File: src/rtl/alu_seq_if.sv
// ============================================================================
// Module      : alu_seq_if
// Description : Issue/result bundle for alu_seq (operands, instruction, result).
// Revision    : 1.0 - initial release
// ============================================================================
`default_nettype none

interface alu_seq_if #(
    parameter int XLEN = 8
);
    logic            in_valid;
    logic            out_ready;
    logic [XLEN-1:0] in_r1;
    logic [XLEN-1:0] in_r2;
    logic [31:0]     in_inst;
    logic [XLEN-1:0] out;
    logic            out_valid;
    logic            out_illegal;

    modport master (
        output in_valid, in_r1, in_r2, in_inst,
        input  out_ready, out, out_valid, out_illegal
    );

    modport slave (
        input  in_valid, in_r1, in_r2, in_inst,
        output out_ready, out, out_valid, out_illegal
    );
endinterface

`default_nettype wire

File: src/rtl/alu_seq.sv
// ============================================================================
// Module      : alu_seq
// Description : Multi-cycle RV32I ALU (R/I-type) at width XLEN; iterative
//               shifts, optional shift-add MUL enabled by macro ALU_MUL_EN.
// Revision    : 1.0 - initial release
// ============================================================================
`default_nettype none

module alu_seq #(
    parameter int XLEN = 8
) (
    input  wire logic  in_clk,
    input  wire logic  in_rst_n,
    alu_seq_if.slave   bus
);
    localparam int SHW = $clog2(XLEN);
    localparam int CW  = SHW + 1;

    typedef enum logic [1:0] {
        S_IDLE  = 2'd0,
        S_SHIFT = 2'd1,
        S_MUL   = 2'd2,
        S_DONE  = 2'd3
    } state_t;

    state_t          r_state;
    state_t          w_state_nxt;
    logic [CW-1:0]   r_cnt;
    logic [XLEN-1:0] r_acc;
    logic [XLEN-1:0] r_out;
    logic            r_illegal;
    logic            r_left;
    logic            r_arith;
`ifdef ALU_MUL_EN
    logic [XLEN-1:0] r_mcand;
    logic [XLEN-1:0] r_mplier;
    logic [XLEN-1:0] w_mul_sum;
`endif

    logic [6:0]      w_opcode;
    logic [2:0]      w_funct3;
    logic [6:0]      w_funct7;
    logic [11:0]     w_imm12;
    logic [XLEN-1:0] w_imm;
    logic [XLEN-1:0] w_a;
    logic [XLEN-1:0] w_b;
    logic [SHW-1:0]  w_shamt;
    logic            w_rtype;
    logic            w_itype;
    logic            w_legal;
    logic            w_is_shift;
    logic            w_is_mul;
    logic            w_accept;
    logic            w_ready;
    logic [XLEN-1:0] w_res;
    logic [XLEN-1:0] w_shift_step;
    logic            w_unused;

    assign w_opcode = bus.in_inst[6:0];
    assign w_funct3 = bus.in_inst[14:12];
    assign w_funct7 = bus.in_inst[31:25];
    assign w_imm12  = bus.in_inst[31:20];
    assign w_rtype  = (w_opcode == 7'b0110011);
    assign w_itype  = (w_opcode == 7'b0010011);
    assign w_a      = bus.in_r1;
    assign w_b      = w_rtype ? bus.in_r2 : w_imm;
    assign w_shamt  = w_b[SHW-1:0];
    assign w_unused = ^{bus.in_inst[19:7], w_imm12};

    generate
        if (XLEN > 12) begin : g_imm_sext
            assign w_imm = {{(XLEN-12){w_imm12[11]}}, w_imm12};
        end else begin : g_imm_trunc
            assign w_imm = w_imm12[XLEN-1:0];
        end
    endgenerate

    // Legality and operation class; funct7 0100000 is only SUB/SRA/SRAI.
    always_comb begin
        w_legal  = 1'b0;
        w_is_mul = 1'b0;
        if (w_rtype) begin
            if (w_funct7 == 7'b0000000) begin
                w_legal = 1'b1;
            end else if (w_funct7 == 7'b0100000) begin
                w_legal = (w_funct3 == 3'b000) || (w_funct3 == 3'b101);
            end
`ifdef ALU_MUL_EN
            else if ((w_funct7 == 7'b0000001) && (w_funct3 == 3'b000)) begin
                w_legal  = 1'b1;
                w_is_mul = 1'b1;
            end
`endif
        end else if (w_itype) begin
            case (w_funct3)
                3'b001:  w_legal = (w_funct7 == 7'b0000000);
                3'b101:  w_legal = (w_funct7 == 7'b0000000) || (w_funct7 == 7'b0100000);
                default: w_legal = 1'b1;
            endcase
        end
        w_is_shift = w_legal && !w_is_mul && ((w_funct3 == 3'b001) || (w_funct3 == 3'b101));
    end

    // Single-cycle result; shifts fall through to the operand for shamt = 0.
    always_comb begin
        w_res = w_a;
        case (w_funct3)
            3'b000:  w_res = (w_rtype && w_funct7[5]) ? (w_a - w_b) : (w_a + w_b);
            3'b010:  w_res = {{(XLEN-1){1'b0}}, ($signed(w_a) < $signed(w_b))};
            3'b011:  w_res = {{(XLEN-1){1'b0}}, (w_a < w_b)};
            3'b100:  w_res = w_a ^ w_b;
            3'b110:  w_res = w_a | w_b;
            3'b111:  w_res = w_a & w_b;
            default: w_res = w_a;
        endcase
    end

    assign w_shift_step = r_left ? {r_acc[XLEN-2:0], 1'b0}
                                 : {r_arith & r_acc[XLEN-1], r_acc[XLEN-1:1]};
`ifdef ALU_MUL_EN
    assign w_mul_sum = r_acc + (r_mplier[0] ? r_mcand : '0);
`endif

    assign w_ready  = (r_state == S_IDLE) || (r_state == S_DONE);
    assign w_accept = bus.in_valid && w_ready;

    always_ff @(posedge in_clk or negedge in_rst_n) begin
        if (!in_rst_n) begin
            r_state <= S_IDLE;
        end else begin
            r_state <= w_state_nxt;
        end
    end

    always_comb begin
        w_state_nxt = r_state;
        case (r_state)
            S_IDLE, S_DONE: begin
                if (!w_accept) begin
                    w_state_nxt = S_IDLE;
                end else if (w_is_mul) begin
                    w_state_nxt = S_MUL;
                end else if (w_is_shift && (w_shamt != '0)) begin
                    w_state_nxt = S_SHIFT;
                end else begin
                    w_state_nxt = S_DONE;
                end
            end
            S_SHIFT: begin
                if (r_cnt == CW'(1)) w_state_nxt = S_DONE;
            end
`ifdef ALU_MUL_EN
            S_MUL: begin
                if (r_cnt == CW'(1)) w_state_nxt = S_DONE;
            end
`endif
            default: w_state_nxt = S_IDLE;
        endcase
    end

    always_ff @(posedge in_clk or negedge in_rst_n) begin
        if (!in_rst_n) begin
            r_cnt     <= '0;
            r_acc     <= '0;
            r_out     <= '0;
            r_illegal <= 1'b0;
            r_left    <= 1'b0;
            r_arith   <= 1'b0;
`ifdef ALU_MUL_EN
            r_mcand   <= '0;
            r_mplier  <= '0;
`endif
        end else begin
            case (r_state)
                S_IDLE, S_DONE: begin
                    if (w_accept) begin
                        if (!w_legal) begin
                            r_out     <= '0;
                            r_illegal <= 1'b1;
                        end
`ifdef ALU_MUL_EN
                        else if (w_is_mul) begin
                            r_acc    <= '0;
                            r_mcand  <= w_a;
                            r_mplier <= bus.in_r2;
                            r_cnt    <= CW'(XLEN);
                        end
`endif
                        else if (w_is_shift && (w_shamt != '0)) begin
                            r_acc   <= w_a;
                            r_cnt   <= {1'b0, w_shamt};
                            r_left  <= (w_funct3 == 3'b001);
                            r_arith <= w_funct7[5];
                        end else begin
                            r_out     <= w_res;
                            r_illegal <= 1'b0;
                        end
                    end
                end
                S_SHIFT: begin
                    r_acc <= w_shift_step;
                    r_cnt <= r_cnt - CW'(1);
                    if (r_cnt == CW'(1)) begin
                        r_out     <= w_shift_step;
                        r_illegal <= 1'b0;
                    end
                end
`ifdef ALU_MUL_EN
                S_MUL: begin
                    r_acc    <= w_mul_sum;
                    r_mcand  <= {r_mcand[XLEN-2:0], 1'b0};
                    r_mplier <= {1'b0, r_mplier[XLEN-1:1]};
                    r_cnt    <= r_cnt - CW'(1);
                    if (r_cnt == CW'(1)) begin
                        r_out     <= w_mul_sum;
                        r_illegal <= 1'b0;
                    end
                end
`endif
                default: ;
            endcase
        end
    end

    assign bus.out_ready   = w_ready;
    assign bus.out         = r_out;
    assign bus.out_illegal = r_illegal;
    assign bus.out_valid   = (r_state == S_DONE);

endmodule

`default_nettype wire

File: src/flat_wrapper.sv
// flat-port wrapper written by rule: the top's interface ports become plain ports
module alu_seq_flat 
#(
    parameter int XLEN = 8
)
  (in_clk, in_rst_n, bus_in_valid, bus_in_r1, bus_in_r2, bus_in_inst, bus_out_ready, bus_out, bus_out_valid, bus_out_illegal);
  alu_seq_if #(.XLEN(XLEN)) bus_i ();
  input  wire logic in_clk;
  input  wire logic in_rst_n;
  input wire logic [$bits(bus_i.in_valid)-1:0] bus_in_valid;
  input wire logic [$bits(bus_i.in_r1)-1:0] bus_in_r1;
  input wire logic [$bits(bus_i.in_r2)-1:0] bus_in_r2;
  input wire logic [$bits(bus_i.in_inst)-1:0] bus_in_inst;
  output wire logic [$bits(bus_i.out_ready)-1:0] bus_out_ready;
  output wire logic [$bits(bus_i.out)-1:0] bus_out;
  output wire logic [$bits(bus_i.out_valid)-1:0] bus_out_valid;
  output wire logic [$bits(bus_i.out_illegal)-1:0] bus_out_illegal;
  assign bus_i.in_valid = bus_in_valid;
  assign bus_i.in_r1 = bus_in_r1;
  assign bus_i.in_r2 = bus_in_r2;
  assign bus_i.in_inst = bus_in_inst;
  assign bus_out_ready = bus_i.out_ready;
  assign bus_out = bus_i.out;
  assign bus_out_valid = bus_i.out_valid;
  assign bus_out_illegal = bus_i.out_illegal;
  alu_seq #(.XLEN(XLEN)) u_core (.in_clk(in_clk), .in_rst_n(in_rst_n), .bus(bus_i));
endmodule
File: config.mk
export PLATFORM = sky130hd
export DESIGN_NAME = alu_seq_flat
export DESIGN_NICKNAME = d
export VERILOG_FILES = /design/src/rtl/alu_seq_if.sv /design/src/rtl/alu_seq.sv /design/src/flat_wrapper.sv
export SDC_FILE = /design/constraint.sdc
export NUM_CORES = 1
export LEC_CHECK = 0
export CAP_MARGIN = 30
export CORE_MARGIN = 10
export CORE_UTILIZATION = 25
export CTS_CLUSTER_DIAMETER = 100
export DETAILED_ROUTE_END_ITERATION = 6
export GPL_TIMING_DRIVEN = 1
export PLACE_DENSITY_LB_ADDON = 0.05
export SYNTH_ARGS = -nofsm -noshare
export SYNTH_HDL_FRONTEND = slang
export SYNTH_SLANG_ARGS = --single-unit
File: constraint.sdc
create_clock -name in_clk -period 3.8 [get_ports in_clk]
set_input_delay 0.76 -clock in_clk [delete_from_list [all_inputs] [get_ports in_clk]]
set_output_delay 0.76 -clock in_clk [all_outputs]
set_load 0.01 [all_outputs]
# ---- After elaboration in Yosys (flattened, before gate mapping)
# Cells that the tools add are included.
dict set report classes {
  addsub 3
  magnitude_cmp 2
  eq_ne 18
  muxes 31
  bitwise_logic 4
  reduce_logical 17
}
# op count
set op_table {}
lappend op_table {{2-to-1 mux 8 bit} 10}
lappend op_table {{one-hot mux 8 bit (6 select lines)} 1}
lappend op_table {{one-hot mux 8 bit (2 select lines)} 2}
lappend op_table {{< comparator 8 bit} 2}
lappend op_table {{equality test 7 x 6 -> 1 bit, second input constant} 2}
lappend op_table {{equality test 3 bit, second input constant} 4}
lappend op_table {{2-to-1 mux 4 bit} 3}
lappend op_table {{AND reduction 4 bit} 3}
lappend op_table {{adder 8 bit} 1}
lappend op_table {{bitwise AND 8 bit} 1}
lappend op_table {{2-to-1 mux 1 bit} 8}
lappend op_table {{inequality test 2 x 1 -> 1 bit, second input constant} 4}
lappend op_table {{bitwise OR 8 bit} 1}
lappend op_table {{one-hot mux 4 bit (2 select lines)} 1}
lappend op_table {{subtractor 8 bit} 1}
lappend op_table {{bitwise XOR 8 bit} 1}
lappend op_table {{equality test 7 x 5 -> 1 bit, second input constant} 1}
lappend op_table {{logical NOT 7 bit} 1}
lappend op_table {{equality test 3 x 2 -> 1 bit, second input constant} 2}
lappend op_table {{2-to-1 mux 2 bit} 3}
lappend op_table {{equality test 4 x 1 -> 1 bit, second input constant} 1}
lappend op_table {{logical AND 1 bit} 4}
lappend op_table {{logical OR 1 bit} 4}
lappend op_table {{one-hot mux 1 bit (2 select lines)} 2}
lappend op_table {{other kinds (12)} 12}
dict set report totals {
  ff_bits 25
  inputBits 51
  output_inout_bits 11
  word_cells 82
}

# ---- Depth between registers and ports, before layout
dict set report depth {
  depth_word 11
  ltp_mapped 15
  mapped_depth_nobuf 14
}

# ---- Worst setup path after synthesis
# OpenSTA, ideal clock, no wires.
dict set report synth_timing {
  path_type {in2reg}
  from {in bus_in_inst[2]}
  to {reg u_core.r_out[6] (netlist: u_core.bus.out[6])}
  setup_ns 0.127
  arrival_ns 3.241
  t_required_ns 3.673
  setup_slack_ns 0.433
  stages 15
  path_buffers 1
  path_cell_list {and4bb_2 > and2_1 > buf_4 > mux2i_1 > inv_1 > ha_1 > inv_1 > fa_1 > nor2b_1 > o21ai_0 > a211oi_1 > a2111oi_0 > o21a_1 > o31ai_1 > a21oi_1}
}
dict set report synth_via {
  elab_chain_cells 9
  elab_cells_between_ends 22
  cone_classes {2 x add/sub; 3 x eq/ne; 9 x mux; 3 x bitwise; 5 x reduce/logical}
}
# item line_no
set synth_rtl {}
lappend synth_rtl {{from (decl)} flat_wrapper.sv:13} ;# input wire logic [$bits(bus_i.in_inst)-1:0] bus_in_inst;
lappend synth_rtl {{equality test 7 x 6 -> 1 bit} alu_seq.sv:63} ;# assign w_rtype = (w_opcode == 7'b0110011);
lappend synth_rtl {{2-to-1 mux 8 bit} alu_seq.sv:66} ;# assign w_b = w_rtype ? bus.in_r2 : w_imm;
lappend synth_rtl {{adder 8 bit or subtractor 8 bit (tied branches)} alu_seq.sv:108} ;# 3'b000: w_res = (w_rtype && w_funct7[5]) ? (w_a - w_b) : (w_a + w_b);
lappend synth_rtl {{2-to-1 mux 8 bit} alu_seq.sv:108}
lappend synth_rtl {{one-hot mux 8 bit (6 select lines)} alu_seq.sv:107} ;# case (w_funct3)
lappend synth_rtl {{2-to-1 mux 8 bit} alu_seq.sv:189} ;# else if (w_is_shift && (w_shamt != '0)) begin
lappend synth_rtl {{2-to-1 mux 8 bit} alu_seq.sv:177} ;# if (!w_legal) begin
lappend synth_rtl {{2-to-1 mux 8 bit} alu_seq.sv:176} ;# if (w_accept) begin
lappend synth_rtl {{one-hot mux 8 bit (2 select lines)} alu_seq.sv:174} ;# case (r_state)
lappend synth_rtl {{to (signal assigned)} alu_seq.sv:195} ;# r_out <= w_res;
lappend synth_rtl {{to (signal assigned)} alu_seq.sv:204} ;# r_out <= w_shift_step;
lappend synth_rtl {{to (decl)} alu_seq.sv:30} ;# logic [XLEN-1:0] r_out;
# Parallel ways exist; a longest one is shown, timed or not. The select of a mux whose other input is x is not followed.
# A chain may end at the register's enable or synchronous reset.

# ---- Worst setup path in the final report
dict set report layout_timing {
  from {in bus_in_inst[3]}
  to {reg u_core.r_out[7] (netlist: u_core.bus.out[7])}
}
# Same word-level chain as after synthesis.

==> impl_results.md <==
* Post-route ant nets at 0
* Full die area at 16000 um2
* Average wire per standard cell at ~17 um
* Final HPWL DP at 7950 um
* Hold Fails Final Rpt at 0
* Fin nets at 515
* Clock Skews at 0.00388 ns
* Clock sink count at 25
* Clock Latency Late Sink at 0.26 ns
* Ys flop type: dfrtp_1
* Post-synthesis register bit count at 25
* Critical Path Fanout Max at 4
* R2r setup slk at 1.29 ns
* First-pass GRT wire length at approximately 15000 um
* Grt total ovfl at 0
* Pwr/cell area at around 450 nW/um2
* Status: finished clean
* Post-Layout Inst Area at 4010 um2
* EDFF count, synth at 0
* Gp weighted congestion at 0.844
* Post-Syn Area at 2830 um2
* CP Capture Type: flip-flop
* Worst slew pin tran at 0.590 ns
* Tmin final at 3.65 ns
* RSZ-0062 raised after global routing: yes
* Pre-CTS setup slack at -0.337 ns
* Worst Slack Setup Final at 0.149 ns
* Peak supply drop at 0.000203 V
* Tot GR Track Use at 11.7%
* Commonest cells after routing, fill and taps aside: buf_4, clkdlybuf4s50_1, inv_1
* Fin crit share at 96.1%
* Via count at 2754
* Register-to-Register Path Depth at 10
* Iter 0 DRT Violations at 96
* Max clock buf depth at 2
* Clock root buffer: clkbuf_16
* Crit start category: input pin
* Worst-path clk slew at roughly 0.06 ns
* Max cap viols at 0
* WHS Endpoint: u_core.r_acc[0]$_DFFE_PN0P_
* Hold Crit Depth at 1
* Syn_nets at ~420
* Reg-to-Reg End: u_core.bus.out[4]$_DFFE_PN0P_
* Antenna violations before repair at 0
* Finish-stage setup viols at 0
* Worst EP required at slightly below 4 ns
* CORE AREA at about 11000 um2
* Yosys cell types at 65
* Post-DP Area at 3850 um2
* Layout Cells excl Fill at 574
* Max frequency at approximately 0.27 GHz
* Placement row count at 38
* PortBufs at 51
* Vias in the first global route at between 2000 and 3000
* Post-synth ARST share at 100%
* Hold Startpoint: u_core.r_acc[0]$_DFFE_PN0P_
* TritonCTS clock tree: yes
* 1st-pass router iterations at 4
* Drt drc at 0
* CP Class: in2reg
* Slew margin rel. at about three fifths
* Num CTS Buffers at 3
* H-tree depth at 1
* Final wirelength at approximately 9600 um
* Syn Inst Count at roughly 340
* Fraction of layout cells with a size suffix above 1 at 23.7%
* Hold slack final at a little over 0.5 ns
* Die span in x at 126 um
* Sequential-to-total area share from yosys stat at between 20 and 25%
* Area delta synth->final at 41.8%
* Synth Warn # at 0
* Initial Util at 25.9%
* Commonest non-fill, non-tap cell in the layout: buf_4
* Synth top area share at 22.1%
* Post-Route Setup TNS at 0 ns
* Largest area contributor in the netlist: dfrtp_1
* Leakage power at roughly 1.7 nW
* Placed Cells at 569
* CP arrival at 3.79 ns
* I/O pin total at 62
* Syn Area/Cell at 8.27 um2
* Area contributors post-synth: dfrtp_1, ha_1, mux2_2
* Average vias per placed instance at 4.80
* Min-delay worst type: reg2reg
* Final Slew Violations at 0
* Reg-to-Reg Start: u_core.r_state[0]$_DFFE_PN0P_
* Antenna cells at 0
* Die height at 126 um
* Pin count of the biggest net entering global routing at 26
state kept, by name, summed over array words and instances, names as in the netlist:
| name | flops |
|---|---|
| u_core.r_acc | 8 |
| u_core.r_left | 1 |
| u_core.r_arith | 1 |
| u_core.bus.out | 8 |
| u_core.r_cnt | 4 |
| u_core.r_state | 2 |
| u_core.bus.out_illegal | 1 |
metal layers:
layer	vias up	GRT usage (%)	share of wire [%]
li1	1414	-	-
met1	1293	15.7	50
met2	42	19.6	46
met3	5	1.46	3.5
met4	0	2.81	0.93
met5	-	0	0
worst max-delay path, stage by stage:
cell and delay (ns):
clkdlybuf4s50_1 0.45, and4bb_2 0.26, and2_4 0.18, buf_4 0.15, a21oi_2 0.16, inv_1 0.09
ha_1 0.29, buf_4 0.15, a211oi_1 0.25, nor2_1 0.11, or4_1 0.40, a31oi_1 0.14
mux2i_1 0.11, xnor2_1 0.20, o21ai_0 0.09
worst max-delay path by stage:
stage,startpoint,to,slack [ns]
CTS,bus_in_inst[2],u_core.bus.out[7]$_DFFE_PN0P_,0.02
finish,bus_in_inst[3],u_core.bus.out[7]$_DFFE_PN0P_,0.15
floorplan,bus_in_inst[2],u_core.bus.out[6]$_DFFE_PN0P_,0.43
global placement,bus_in_inst[2],u_core.bus.out[6]$_DFFE_PN0P_,-0.36
detailed placement,bus_in_inst[2],u_core.bus.out[6]$_DFFE_PN0P_,-0.34
global route,bus_in_inst[3],u_core.bus.out[7]$_DFFE_PN0P_,-0.04
layout make-up:
class / count / area [um2]
repair buffers: 107 / 951
multi-input cells: 260 / 2040
well taps: 140 / 175
flip-flops and latches: 25 / 626
fillers: 1158 / 6930
clock buffers: 4 / 78.8
inverters: 38 / 143
Yosys cell counts (all sizes together) (4+ instances only):
| cell | number |
|---|---|
| a211oi | 6 |
| a21boi | 5 |
| a21oi | 24 |
| a31oi | 5 |
| buf | 9 |
| clkbuf | 10 |
| dfrtp | 25 |
| ha | 28 |
| inv | 38 |
| mux2 | 19 |
| mux2i | 14 |
| nand2 | 18 |
| nand3 | 4 |
| nor2 | 24 |
| nor2b | 6 |
| nor3 | 9 |
| o211ai | 5 |
| o21ai | 33 |
| o41ai | 4 |
cell families (layout without fill, tap and decap cells):
logic type	Yosys count	after routing	share of synthesized area (%)
AOI/OAI and AO/OA	108	108	25.4
xor gates and xnor gates	4	4	1.24
adders and majority gates	29	29	13.1
buffers and inverters	57	149	8.50
DFF	25	25	22.1
muxes	34	34	13.5
and+or+nand+nor	85	85	16.2
metrics by stage:
stage / power (mW) / utilization, %
after floorplan: 1.19 / -
after global placement: 1.54 / 35.1
after detailed placement: 1.57 / 35.2
after CTS: 1.82 / 36.1
after global routing: 1.95 / 36.7
final: 1.80 / 36.7
timing repair:
| action | 4_1_cts | 5_1_grt |
|---|---|---|
| hold buffers | 0 | 0 |
| pin swaps | 0 | 5 |
| resized for setup | 4 | 14 |
| buffers inserted | 0 | 1 |
| cloned | 0 | 0 |
| endpoints found under the setup margin | 3 | 6 |
power by group:
part           leakage, nW  switching, mW  internal [mW]
Combinational         1.39          0.538          0.565
Clock               0.0382         0.0931          0.144
Sequential           0.316         0.0795          0.379
Total                 1.75          0.711           1.09
Power figures use the tool's default switching activity.
